<file path="src/rtl/md_issue_ctrl.sv">
`default_nettype none
// ============================================================================
// Module      : md_issue_ctrl
// Description : Issue/interlock control between the E stage and a multi-cycle
//               multiply/divide unit, with stall accounting and error flag.
// Revision    : 1.0 - initial release
// ============================================================================
module md_issue_ctrl #(
    parameter int SAT_W = 16
) (
    input  logic             clk,
    input  logic             reset,
    input  logic             e_valid,
    input  logic [3:0]       e_md_op,
    input  logic [31:0]      e_rs,
    input  logic [31:0]      e_rt,
    input  logic             d_md_use,
    input  logic             md_busy,
    input  logic [31:0]      md_hi,
    input  logic [31:0]      md_lo,
    output logic             md_start,
    output logic             md_op,
    output logic             md_sign,
    output logic             md_we,
    output logic             md_write_sel,
    output logic [31:0]      md_a,
    output logic [31:0]      md_b,
    output logic             stall,
    output logic [31:0]      e_md_result,
    output logic             proto_err,
    output logic [SAT_W-1:0] stall_cnt
);

    typedef enum logic [1:0] {
        IDLE = 2'd0,
        ACK  = 2'd1,
        BUSY = 2'd2
    } state_t;

    state_t           r_state;
    state_t           w_next_state;
    logic             r_proto_err;
    logic             w_proto_set;
    logic [SAT_W-1:0] r_stall_cnt;
    logic             w_free;
    logic             w_is_arith;
    logic             w_is_move;
    logic             w_is_md;

    assign w_is_arith = (e_md_op >= 4'd1) && (e_md_op <= 4'd4);
    assign w_is_move  = (e_md_op == 4'd5) || (e_md_op == 4'd6);
    assign w_is_md    = (e_md_op >= 4'd1) && (e_md_op <= 4'd8);
    assign w_free     = (r_state == IDLE) && !md_busy;

    // Issue is suppressed while reset is held so the unit never sees a stray start.
    assign md_start     = !reset && e_valid && w_is_arith && w_free;
    assign md_we        = !reset && e_valid && w_is_move && w_free;
    assign md_op        = (e_md_op == 4'd3) || (e_md_op == 4'd4);
    assign md_sign      = (e_md_op == 4'd1) || (e_md_op == 4'd3);
    assign md_write_sel = (e_md_op == 4'd6);
    assign md_a         = e_rs;
    assign md_b         = e_rt;
    assign stall        = d_md_use && (md_start || (r_state != IDLE) || md_busy);

    always_comb begin
        e_md_result = 32'd0;
        if (e_md_op == 4'd7) begin
            e_md_result = md_hi;
        end else if (e_md_op == 4'd8) begin
            e_md_result = md_lo;
        end
    end

    always_comb begin
        w_next_state = r_state;
        w_proto_set  = 1'b0;
        case (r_state)
            IDLE: begin
                if (md_start) begin
                    w_next_state = ACK;
                end
                if (md_busy) begin
                    w_proto_set = 1'b1;
                end
            end
            ACK: begin
                if (md_busy) begin
                    w_next_state = BUSY;
                end else begin
                    w_next_state = IDLE;
                    w_proto_set  = 1'b1;
                end
            end
            BUSY: begin
                if (!md_busy) begin
                    w_next_state = IDLE;
                end
            end
            default: begin
                w_next_state = IDLE;
            end
        endcase
        // A request reaching E while the unit is unavailable means the interlock was bypassed.
        if (e_valid && w_is_md && !w_free) begin
            w_proto_set = 1'b1;
        end
    end

    always_ff @(posedge clk) begin
        if (reset) begin
            r_state     <= IDLE;
            r_proto_err <= 1'b0;
            r_stall_cnt <= '0;
        end else begin
            r_state <= w_next_state;
            if (w_proto_set) begin
                r_proto_err <= 1'b1;
            end
            if (stall && (r_stall_cnt != {SAT_W{1'b1}})) begin
                r_stall_cnt <= r_stall_cnt + 1'b1;
            end
        end
    end

    assign proto_err = r_proto_err;
    assign stall_cnt = r_stall_cnt;

endmodule
`default_nettype wire

</file>
<file path="config.mk">
export PLATFORM = sky130hd
export DESIGN_NAME = md_issue_ctrl
export DESIGN_NICKNAME = d
export VERILOG_FILES = /design/src/rtl/md_issue_ctrl.sv
export SDC_FILE = /design/constraint.sdc
export NUM_CORES = 1
export LEC_CHECK = 0
export ABC_AREA = 1
export CORE_ASPECT_RATIO = 0.5
export CORE_MARGIN = 2
export CORE_UTILIZATION = 26
export CTS_CLUSTER_DIAMETER = 150
export DETAILED_ROUTE_END_ITERATION = 6
export PLACE_DENSITY_LB_ADDON = 0.12
export SYNTH_ARGS = -nofsm -noshare
export SYNTH_HDL_FRONTEND = slang
export SYNTH_SLANG_ARGS = --single-unit
</file>
<file path="constraint.sdc">
create_clock -name clk -period 1.7 [get_ports clk]
set_clock_uncertainty 0.15 [all_clocks]
set_input_delay 0.34 -clock clk [delete_from_list [all_inputs] [get_ports clk]]
set_output_delay 0.34 -clock clk [all_outputs]
set_load 0.05 [all_outputs]
</file>
==> summary.txt <==
Critical path
  – Worst Path Arrival: 1.38 ns
  – Required @ worst endpoint: 1.21 ns
  – Critical path peak fanout: 6
  – WS Path Type: in2out
  – Setup crit start kind: input pin
  – CP Capture Type: output port

Pwr
  – Max VDD drop: 0.286 mV
  – Leak: 0.00207 µW
  – P per Cell Area: 351 nW/µm²

STA
  – Period utilization: 110%
  – Max Fclk: 0.535 GHz
  – Setup TNS: -3.78 ns
  – Final WS setup: -0.168 ns
  – Worst Max-Slew Pin Slew: 0.255 ns
  – Unrepaired setup endpoints after global routing: yes
  – Max-slew violation count: 0
  – Final worst path period need: 1.87 ns
  – Setup violators final: 36
  – Max-slew headroom: 83.0%
  – Hold Vio Cnt, Final: 0

GRT
  – Via count of the first global-routing pass: 2895
  – Gr busiest metal: met2
  – Largest net degree at the start of global routing: 23
  – Initial antenna violation count: 0
  – GR Util met2: 35.3%
  – GRT overflow: 0
  – Met1 usage: 19.0%
  – Gr usage total: 17.8%
  – Global-route wire length before repair: 13900 µm
  – Met3 Usage GRT: 3.70%

Finish
  – Synthesis-to-finish area growth: 127%
  – Commonest non-fill, non-tap cell in the layout: clkdlybuf4s50_1
  – Fillers: 733
  – Antenna diodes: 0
  – Fraction of layout cells with a size suffix above 1: 54.6%
  – Most frequent cells in the layout: 65 x clkdlybuf4s50_1, 61 x buf_12, 44 x nand2_1
  – Final nets: 610

Floorplanning
  – Core area: 8620 µm²
  – Rows: 24
  – Die Wd: 137 µm
  – Height of the die: 70.3 µm
  – # IOs: 256
  – Die area: 9610 µm²
  – Initial core utilization: 26.5%

CTS
  – Clock Latency Late Sink: 0.25 ns
  – Clock slew at reported path FFs: 0.06 ns
  – TritonCTS Sinks: 19
  – H-tree Lvls: 1
  – Hold buffer count at cts: 0
  – CTS tree: built
  – Root Buffer: clkbuf_16
  – Cts bufs inserted: 3
  – Clock Tree Buf Depth: 2

Worst hold path
  – Worst hold path type: reg2reg

Route
  – Avg WL per Cell: 15.4 µm
  – Vias: 2684
  – Iteration-0 DRC Markers: 58
  – TritonRoute pass-1 iters: 4
  – Residual DRC count: 0
  – WL final: 9030 µm
  – Antenna-violating nets left: 0
  – Via density: 4.56

Status
  – Run status: finished with violations
  – Failing checks: setup timing

Synthesis
  – Synthesized net count: 490
  – Syn avg cell area: 6.50 µm²
  – Post-synthesis compound-gate area fraction: 14.3%
  – Leading area contributor after synthesis: buf_4
  – Distinct cells, synth: 34
  – Yosys top cell area share: 21.0%
  – Largest family of logic cells by synthesized area: buffers and inverters
  – Largest cells by area after synthesis: buf_4 21%, dfxtp_1 17%, nand3_1 8.5%
  – Sequential area share after synthesis: 16.6%
  – Adder-cell share of the synthesized area: 0.547%
  – Synth Area in Simple Gates: 31.7%
  – Mux cell area share after synthesis: 0%
  – Yosys reg bits: 19
  – Synth Area in XOR/XNOR: 4.21%
  – Synth Cell Area: 2290 µm²
  – Mapped Cells: 352
  – YS warnings: 0

Placement
  – DP HPWL: 6730 µm
  – Final Wtd Congestion: 0.874
  – Port Buffers: 127
  – Pre-CTS setup slack: -0.643 ns

Run
  – Max Cap Viol: 0
## cell type report
cell class	instances	area (µm²)	area share, %
clock buffers	3	75.1	1.45
repair buffers	191	2500	48.1
well taps	117	146	2.82
clock inverters	1	5.00	0.0965
inverters	49	200	3.86
flip-flops and latches	19	408	7.86
multi-input cells	208	1860	35.8
## cells in the mapped netlist
| cell | number |
|---|---|
| nand3b_1 | 2 |
| inv_1 | 47 |
| o21bai_4 | 1 |
| nor2_1 | 17 |
| o22ai_1 | 1 |
| clkinv_1 | 1 |
| o21bai_1 | 1 |
| buf_6 | 1 |
| nand3_4 | 1 |
| nand2_1 | 50 |
| nor3_4 | 1 |
| inv_2 | 1 |
| xnor2_1 | 7 |
| nand3_1 | 39 |
| nor2_2 | 2 |
| xor2_1 | 4 |
| buf_12 | 1 |
| nor2_4 | 2 |
| a31oi_1 | 1 |
| nand3_2 | 1 |
| a21oi_1 | 7 |
| nand4_1 | 6 |
| a21oi_2 | 10 |
| ha_1 | 1 |
| and2_4 | 1 |
| clkbuf_8 | 1 |
| nor3_1 | 5 |
| nand2_4 | 4 |
| nand2_2 | 9 |
| buf_4 | 64 |
| dfxtp_1 | 19 |
| clkbuf_1 | 10 |
| nand3b_2 | 1 |
| o21ai_0 | 33 |
## per-layer routing
metal / vias to the layer above / part of all wire, %
li1: 1301 / -
met1: 1261 / 36
met2: 104 / 57
met3: 18 / 5.8
met4: 0 / 1.3
met5: - / 0
## through the flow
| stage | power [µW] | utilization [%] | std cells | hold slack, ns | area, µm² |
|---|---|---|---|---|---|
| after floorplan | 1220 | - | 352 | 0.329 | 2840 |
| after global placement | 1200 | 52.8 | 562 | 0.329 | 4550 |
| after detailed placement | 1210 | 52.8 | 562 | 0.334 | 4550 |
| after CTS | 1790 | 58.2 | 588 | 0.344 | 5020 |
| after global routing | 1890 | 60.2 | 588 | 0.375 | 5190 |
| final | 1820 | 60.2 | 588 | 0.345 | 5190 |
## final timing paths
kind                             start                          to  slack [ns]  cells past startpoint
min          stall_cnt[8]$_SDFFE_PP0P_   stall_cnt[8]$_SDFFE_PP0P_        0.35                      2
max                         e_md_op[2]             e_md_result[15]       -0.17                      8
max reg2reg  stall_cnt[0]$_SDFFE_PP0P_  stall_cnt[14]$_SDFFE_PP0P_        0.06                      9
min reg2reg  stall_cnt[8]$_SDFFE_PP0P_   stall_cnt[8]$_SDFFE_PP0P_        0.35                      2
## critical path: stages
cell and delay [ns]:
buf_8 0.10, clkinvlp_4 0.09, buf_6 0.10, nand3_4 0.15, buf_6 0.18, buf_6 0.11
o21ai_4 0.14, buf_12 0.15
## power by group
group	internal [µW]	leakage, µW	switching, µW
Clock	316	0.0000409	178
Combinational	450	0.00187	422
Sequential	450	0.000163	5.84
Total	1220	0.00207	605
## state kept, by name (all words and copies together), names as in the netlist
name and cells:
proto_err 1, stall_cnt 16, r_state 2
## what timing repair did
| action | in CTS | in global routing |
|---|---|---|
| endpoints found under the setup margin | 54 | 50 |
| pin swaps | 20 | 18 |
| setup buffers | 20 | 3 |
| resized for setup | 63 | 42 |
| gates cloned | 3 | 3 |
## cells by family (layout without fill, tap and decap cells)
| kind of cell | Yosys count | count (layout) |
|---|---|---|
| and+or+nand+nor | 141 | 142 |
| AOI/OAI and AO/OA | 54 | 54 |
| DFF | 19 | 19 |
| xor gates and xnor gates | 11 | 11 |
| adders and majority gates | 1 | 1 |
| buffers and inverters | 126 | 244 |
Power figures use the tool's default switching activity.
